==> src/rtl/fetch_unit_pkg.sv <==
// rtl/fetch_unit_pkg.sv - shared CPU package: fetch FSM encoding, reset PC default, NOP word
package fetch_unit_pkg;

  // Fetch sequencer states; STALL is the only state with no request on the bus
  typedef enum logic [1:0] {
    S_FETCH   = 2'd0,
    S_STALL   = 2'd1,
    S_DISCARD = 2'd2
  } fetch_state_e;

  localparam logic [31:0] DEFAULT_RESET_PC = 32'h0000_0000;
  localparam logic [31:0] NOP_WORD         = 32'h0000_0000;

  // Instruction addresses are always word aligned; low bits of any source are dropped
  function automatic logic [31:0] align_pc(input logic [31:0] pc);
    return {pc[31:2], 2'b00};
  endfunction

endpackage

==> src/rtl/inst_fifo.sv <==
// rtl/inst_fifo.sv - small instruction buffer with synchronous flush
module inst_fifo #(
  parameter int WIDTH = 64,
  parameter int DEPTH = 2
) (
  input  logic                     clock,
  input  logic                     reset,
  input  logic                     flush,
  input  logic                     push,
  input  logic [WIDTH-1:0]         push_data,
  input  logic                     pop,
  output logic [WIDTH-1:0]         head_data,
  output logic [$clog2(DEPTH):0]   count,
  output logic                     empty
);

  localparam int AW = $clog2(DEPTH);
  localparam int CW = AW + 1;
  localparam logic [CW-1:0] FULL_CNT = CW'(DEPTH);

  logic [WIDTH-1:0] mem_q [DEPTH];
  logic [WIDTH-1:0] mem_d [DEPTH];
  logic [AW-1:0]    rd_ptr_q, rd_ptr_d;
  logic [AW-1:0]    wr_ptr_q, wr_ptr_d;
  logic [CW-1:0]    count_q, count_d;
  logic             full;
  logic             do_push;
  logic             do_pop;

  assign empty     = (count_q == '0);
  assign full      = (count_q == FULL_CNT);
  assign do_pop    = pop & ~empty;
  // A full buffer can still take a push when the head leaves in the same cycle
  assign do_push   = push & (~full | do_pop);
  assign head_data = mem_q[rd_ptr_q];
  assign count     = count_q;

  // Next pointers, occupancy and storage; flush wins over any push or pop
  always_comb begin
    mem_d    = mem_q;
    rd_ptr_d = rd_ptr_q;
    wr_ptr_d = wr_ptr_q;
    count_d  = count_q;
    if (flush) begin
      rd_ptr_d = '0;
      wr_ptr_d = '0;
      count_d  = '0;
    end else begin
      if (do_push) begin
        mem_d[wr_ptr_q] = push_data;
        wr_ptr_d        = wr_ptr_q + 1'b1;
      end
      if (do_pop) begin
        rd_ptr_d = rd_ptr_q + 1'b1;
      end
      count_d = count_q + CW'(do_push) - CW'(do_pop);
    end
  end

  // Control state is reset; pointers wrap naturally because DEPTH is a power of two
  always_ff @(posedge clock) begin
    if (!reset) begin
      rd_ptr_q <= '0;
      wr_ptr_q <= '0;
      count_q  <= '0;
    end else begin
      rd_ptr_q <= rd_ptr_d;
      wr_ptr_q <= wr_ptr_d;
      count_q  <= count_d;
    end
  end

  // Storage needs no reset: entries are only visible once counted in
  always_ff @(posedge clock) begin
    mem_q <= mem_d;
  end

endmodule

==> src/rtl/fetch_unit.sv <==
// rtl/fetch_unit.sv - instruction fetch sequencer feeding decode through a small buffer
module fetch_unit
  import fetch_unit_pkg::*;
#(
  parameter logic [31:0] RESET_PC = DEFAULT_RESET_PC,
  parameter int          DEPTH    = 2
) (
  input  logic        clock,
  input  logic        reset,
  output logic        imem_req,
  output logic [31:0] imem_addr,
  input  logic        imem_ack,
  input  logic [31:0] imem_rdata,
  output logic [31:0] inst,
  output logic [31:0] inst_pc,
  output logic        inst_valid,
  input  logic        inst_ready,
  input  logic        redirect,
  input  logic [31:0] redirect_pc
);

  localparam int            CW         = $clog2(DEPTH) + 1;
  localparam logic [CW-1:0] FULL_CNT   = CW'(DEPTH);
  localparam logic [31:0]   RESET_PC_A = align_pc(RESET_PC);

  fetch_state_e  state_q, state_d;
  logic          imem_req_q, imem_req_d;
  logic [31:0]   fetch_pc_q, fetch_pc_d;
  logic [31:0]   target_pc_q, target_pc_d;

  logic          ack_v;
  logic          pop;
  logic          push;
  logic [CW-1:0] count;
  logic [CW-1:0] count_after_pop;
  logic [CW-1:0] count_after_push;
  logic [63:0]   head;
  logic          empty;

  // Acks are only meaningful against a request we are actually driving
  assign ack_v            = imem_ack & imem_req_q;
  assign pop              = inst_valid & inst_ready & ~redirect;
  assign count_after_pop  = count - CW'(pop);
  assign count_after_push = count_after_pop + 1'b1;

  inst_fifo #(
    .WIDTH (64),
    .DEPTH (DEPTH)
  ) u_inst_fifo (
    .clock     (clock),
    .reset     (reset),
    .flush     (redirect),
    .push      (push),
    .push_data ({fetch_pc_q, imem_rdata}),
    .pop       (pop),
    .head_data (head),
    .count     (count),
    .empty     (empty)
  );

  // Fetch sequencing: redirect first, then response handling and refill of the buffer
  always_comb begin
    state_d     = state_q;
    fetch_pc_d  = fetch_pc_q;
    target_pc_d = target_pc_q;
    push        = 1'b0;
    case (state_q)
      S_FETCH: begin
        if (redirect) begin
          if (imem_req_q && !ack_v) begin
            // Request in flight: its response must be swallowed before refetching
            state_d     = S_DISCARD;
            target_pc_d = align_pc(redirect_pc);
          end else begin
            fetch_pc_d = align_pc(redirect_pc);
          end
        end else if (ack_v) begin
          push       = 1'b1;
          fetch_pc_d = fetch_pc_q + 32'd4;
          if (count_after_push == FULL_CNT) begin
            state_d = S_STALL;
          end
        end
      end
      S_STALL: begin
        if (redirect) begin
          state_d    = S_FETCH;
          fetch_pc_d = align_pc(redirect_pc);
        end else if (count_after_pop < FULL_CNT) begin
          state_d = S_FETCH;
        end
      end
      S_DISCARD: begin
        if (ack_v) begin
          state_d    = S_FETCH;
          fetch_pc_d = redirect ? align_pc(redirect_pc) : target_pc_q;
        end else if (redirect) begin
          target_pc_d = align_pc(redirect_pc);
        end
      end
      default: begin
        state_d = S_FETCH;
      end
    endcase
    imem_req_d = (state_d != S_STALL);
  end

  // Sequencer state and registered memory-side outputs
  always_ff @(posedge clock) begin
    if (!reset) begin
      state_q     <= S_FETCH;
      imem_req_q  <= 1'b0;
      fetch_pc_q  <= RESET_PC_A;
      target_pc_q <= RESET_PC_A;
    end else begin
      state_q     <= state_d;
      imem_req_q  <= imem_req_d;
      fetch_pc_q  <= fetch_pc_d;
      target_pc_q <= target_pc_d;
    end
  end

  assign imem_req   = imem_req_q;
  assign imem_addr  = fetch_pc_q;
  assign inst_valid = ~empty;
  assign inst       = inst_valid ? head[31:0]  : NOP_WORD;
  assign inst_pc    = inst_valid ? head[63:32] : 32'h0000_0000;

endmodule

==> config.mk <==
export PLATFORM = sky130hd
export DESIGN_NAME = fetch_unit
export DESIGN_NICKNAME = d
export VERILOG_FILES = /design/src/rtl/fetch_unit_pkg.sv /design/src/rtl/inst_fifo.sv /design/src/rtl/fetch_unit.sv
export SDC_FILE = /design/constraint.sdc
export NUM_CORES = 1
export LEC_CHECK = 0
export BUFFER_PORTS_ARGS = -buffer_cell sky130_fd_sc_hd__buf_2
export CAP_MARGIN = 20
export CORE_AREA = 4 4 105 156
export DETAILED_ROUTE_END_ITERATION = 10
export DIE_AREA = 0 0 109 160
export PLACE_DENSITY = 0.84
export SETUP_SLACK_MARGIN = 0.3
export SLEW_MARGIN = 30
export SYNTH_ARGS = -nofsm -noshare
export SYNTH_HDL_FRONTEND = slang
export SYNTH_SLANG_ARGS = --single-unit
==> constraint.sdc <==
create_clock -name clock -period 15.02 [get_ports clock]
set_clock_uncertainty 0.15 [all_clocks]
set_input_delay 1.502 -clock clock [delete_from_list [all_inputs] [get_ports clock]]
set_output_delay 1.502 -clock clock [all_outputs]
set_load 0.02 [all_outputs]
==> impl_metrics.xml <==
<?xml version="1.0" encoding="UTF-8"?>
<metrics>
  <group name="clocking">
    <metric name="clk_root_buffer_cell" unit="">sky130_fd_sc_hd__clkbuf_16</metric>
    <metric name="htree_num_levels" unit="">4</metric>
    <metric name="clkSinkCount" unit="">199</metric>
    <metric name="cts-resized-gates" unit="">0</metric>
    <metric name="cts.reportedPaths.clkPinSlew" unit="ps">70</metric>
    <metric name="total_clock_buffers_created_by_cts" unit="">17</metric>
    <metric name="post_cts_buffers" unit="">0</metric>
    <metric name="max_clock_buf_depth" unit="">2</metric>
    <metric name="tritoncts" unit="">built</metric>
    <metric name="worstSkewPairLatency" unit="ps">420</metric>
    <metric name="holdBufCountCts" unit="">0</metric>
  </group>
  <group name="detailed_routing">
    <metric name="first_pass_iters" unit="">6</metric>
    <metric name="ant_nets" unit="">0</metric>
    <metric name="drc" unit="">0</metric>
    <metric name="viasPerCell" unit="">5.79</metric>
    <metric name="avgRoutedWirePerCell" unit="um">17.5</metric>
    <metric name="via_count" unit="">6690</metric>
    <metric name="routed_wirelength" unit="mm">20.2</metric>
    <metric name="detail_route.iter0.violations" unit="">668</metric>
  </group>
  <group name="finish">
    <metric name="ff_latch_area" unit="sq mm">0.00527</metric>
    <metric name="syn2layout_area_growth" unit="%">16.9</metric>
    <metric name="fin_nets" unit="">1020</metric>
    <metric name="multi_input_area" unit="sq mm">0.00331</metric>
    <metric name="final_layout_size_suffix_gt1_frac" unit="">0.236</metric>
    <metric name="antenna_cells_inserted" unit="">0</metric>
    <metric name="postLayoutCoreUtil" unit="">0.685</metric>
    <metric name="fill_cells" unit="">1153</metric>
  </group>
  <group name="synth">
    <metric name="syn-mean-instance-area" unit="sq um">10.9</metric>
    <metric name="synthesis.instances" unit="">807</metric>
    <metric name="synth_fp_nets" unit="">884</metric>
    <metric name="ys_types" unit="">59</metric>
    <metric name="syn_area" unit="sq mm">0.00883</metric>
    <metric name="synth-xor-area-share" unit="">0.00794</metric>
    <metric name="edff_count_synth" unit="">128</metric>
    <metric name="yosysSeqAreaShare" unit="">0.596</metric>
    <metric name="ys_dominant_reg_cell" unit="">sky130_fd_sc_hd__edfxtp_1</metric>
    <metric name="synth-simple-area-share" unit="">0.132</metric>
    <metric name="synth_compound_area_frac" unit="">0.133</metric>
    <metric name="yosys.area_share.adder" unit="">0.0113</metric>
    <metric name="synth_mux_area_frac" unit="">0.0870</metric>
    <metric name="async_flop_share" unit="">0</metric>
    <metric name="yosysWarnings" unit="">0</metric>
    <metric name="postSynthRegisterBits" unit="">199</metric>
    <metric name="synth_top_family_by_area" unit="">compound AO/OA/AOI/OAI gates</metric>
  </group>
  <group name="power">
    <metric name="power-per-cell-area" unit="mW/mm^2">112</metric>
    <metric name="static-leakage-power" unit="nW">3.86</metric>
    <metric name="worst_ir_drop_vdd" unit="mV">0.0827</metric>
  </group>
  <group name="flow_run">
    <metric name="cap_viol_max_count" unit="">0</metric>
  </group>
  <group name="grt">
    <metric name="grt.total_usage" unit="">0.233</metric>
    <metric name="grt_first_pass_wirelength" unit="mm">32.2</metric>
    <metric name="grt_antenna_before_repair" unit="">0</metric>
    <metric name="overflow" unit="">0</metric>
    <metric name="grt_pass1_vias" unit="">6323</metric>
    <metric name="maximum_number_of_pins_on_one_net_before_global_route_repair" unit="">66</metric>
  </group>
  <group name="floorplan">
    <metric name="die_area" unit="sq mm">0.0174</metric>
    <metric name="top_level_ports" unit="">167</metric>
    <metric name="fp.coreArea" unit="sq mm">0.0151</metric>
    <metric name="floorplan.die.width" unit="um">109</metric>
    <metric name="start_util" unit="">0.586</metric>
    <metric name="placementRows" unit="">55</metric>
    <metric name="floorplan.die.height" unit="um">160</metric>
  </group>
  <group name="placed_design">
    <metric name="place_congestion" unit="">0.924</metric>
    <metric name="place.port_buffers" unit="">164</metric>
    <metric name="detailed_place_hpwl" unit="mm">13.4</metric>
  </group>
  <group name="worst_setup_path">
    <metric name="crit_required" unit="ps">13370</metric>
    <metric name="worst_setup_path_end_kind" unit="">output pin</metric>
    <metric name="arrival_time_at_the_worst_endpoint" unit="ps">2290</metric>
    <metric name="worstSetupPathType" unit="">register to output pin</metric>
    <metric name="reg2reg_from" unit="">state_q[0]</metric>
    <metric name="timing.reg2reg.setup_slack" unit="ps">11910</metric>
    <metric name="worst_setup_path_start_kind" unit="">register</metric>
    <metric name="timing.critical_path.fanout_max" unit="">37</metric>
    <metric name="timing.critical_path.from" unit="">u_inst_fifo.rd_ptr_q</metric>
  </group>
  <group name="timing">
    <metric name="finalSetupViolations" unit="">0</metric>
    <metric name="max_slew_headroom" unit="">0.355</metric>
    <metric name="final.setup.tns" unit="ps">0</metric>
    <metric name="rsz_0062_raised_after_global_routing" unit="">false</metric>
    <metric name="worst-slew-pin-transition" unit="ps">967</metric>
    <metric name="fin_worst_hold_slack" unit="ps">304</metric>
    <metric name="layout_worst_path_cycle_share" unit="">0.263</metric>
    <metric name="clock.fmax" unit="GHz">0.253</metric>
    <metric name="min_period" unit="ps">3950</metric>
    <metric name="final-max-slew-violation-count" unit="">0</metric>
    <metric name="hold_violations" unit="">0</metric>
  </group>
  <group name="worst_hold_path">
    <metric name="timing.hold.worst.class" unit="">register to register</metric>
    <metric name="hp-start" unit="">target_pc_q[3]</metric>
  </group>
  <group name="outcome">
    <metric name="status" unit="">complete, no violations</metric>
  </group>
</metrics>
[worst paths after layout]
check | end | cells past startpoint
worst max-delay path | inst_pc[24] | 4
worst max register to register | imem_addr[22] | 6
worst min register to register | target_pc_q[3] | 2
worst min-delay path | target_pc_q[3] | 2
[worst max-delay path, stage by stage, from the launching register on]
cell	delay, ps
sky130_fd_sc_hd__dfxtp_4	660
sky130_fd_sc_hd__buf_4	630
sky130_fd_sc_hd__mux2i_1	280
sky130_fd_sc_hd__nor2_1	70
sky130_fd_sc_hd__buf_2	190
[registers in the layout, summed over array words and instances (netlist names)]
register,flops
u_inst_fifo.count,2
state_q,2
u_inst_fifo.rd_ptr_q,1
imem_addr,32
u_inst_fifo.wr_ptr_q,1
u_inst_fifo.mem_q,128
target_pc_q,32
imem_req,1
[per-stage QoR]
step                setup WS [ps]  area [sq um]  std cells  power [mW]
finish                      11070         10300       1155        1.16
global placement            10920          9760       1123       0.742
floorplan                    9240          8830        807       0.703
detailed placement          10870          9760       1123       0.746
CTS                         11030         10300       1155        1.17
global route                10920         10300       1155        1.21
[per-layer routing]
metal,up-vias,part of all wire,global-route usage
met3,34,0.067,0.0445
met5,-,0,0
met2,284,0.53,0.403
li1,3231,-,-
met1,3141,0.39,0.293
met4,0,0.016,0.0655
[synth_stat cells, drive strengths merged (7+ instances only)]
library cell | instances | area, sq um
and3 | 7 | 45.1
nor2 | 89 | 334
nor4 | 7 | 43.8
a22o | 11 | 96.3
o21ai | 23 | 115
mux2i | 70 | 701
nand3 | 12 | 65.1
a31oi | 8 | 50.1
nand2 | 104 | 390
ha | 8 | 100
dfxtp | 71 | 1420
o21a | 7 | 52.6
nor3 | 11 | 55.1
inv | 14 | 52.6
a21oi | 81 | 405
buf | 21 | 106
clkbuf | 34 | 128
edfxtp | 128 | 3840
[power breakdown]
group / internal (mW) / switching [mW]
Sequential: 0.602 / 0.0199
Clock: 0.222 / 0.201
Combinational: 0.0411 / 0.0725
Total: 0.865 / 0.293
[cell usage in the layout, fill, tap and decap left out, types with 7 or more instances in the layout]
master and instances:
sky130_fd_sc_hd__buf_2 164, sky130_fd_sc_hd__edfxtp_1 128, sky130_fd_sc_hd__nand2_1 104, sky130_fd_sc_hd__nor2_1 87
sky130_fd_sc_hd__a21oi_1 81, sky130_fd_sc_hd__mux2i_1 70, sky130_fd_sc_hd__dfxtp_1 70, sky130_fd_sc_hd__o21ai_0 23
sky130_fd_sc_hd__clkbuf_16 17, sky130_fd_sc_hd__inv_1 13, sky130_fd_sc_hd__nand3_1 11, sky130_fd_sc_hd__a22o_1 11
sky130_fd_sc_hd__nor3_1 10, sky130_fd_sc_hd__a31oi_1 8, sky130_fd_sc_hd__buf_4 8, sky130_fd_sc_hd__nor4_1 7
sky130_fd_sc_hd__o21a_1 7, sky130_fd_sc_hd__ha_1 7
[cell type report]
| type | instances | area share |
|---|---|---|
| well taps | 199 | 0.0241 |
| inverters | 14 | 0.00509 |
| clock buffers | 19 | 0.0429 |
| multi-input cells | 539 | 0.321 |
| repair buffers | 172 | 0.0854 |
| flip-flops and latches | 199 | 0.511 |
| clock inverters | 13 | 0.0112 |
[cells by family after synthesis]
kind of cell | Yosys count
compound gates | 183
mux | 76
buf+inv | 69
xor+xnor | 8
fa+ha+maj | 8
simple gates | 264
flops | 199
No activity file was read; power rests on OpenSTA's default activity.
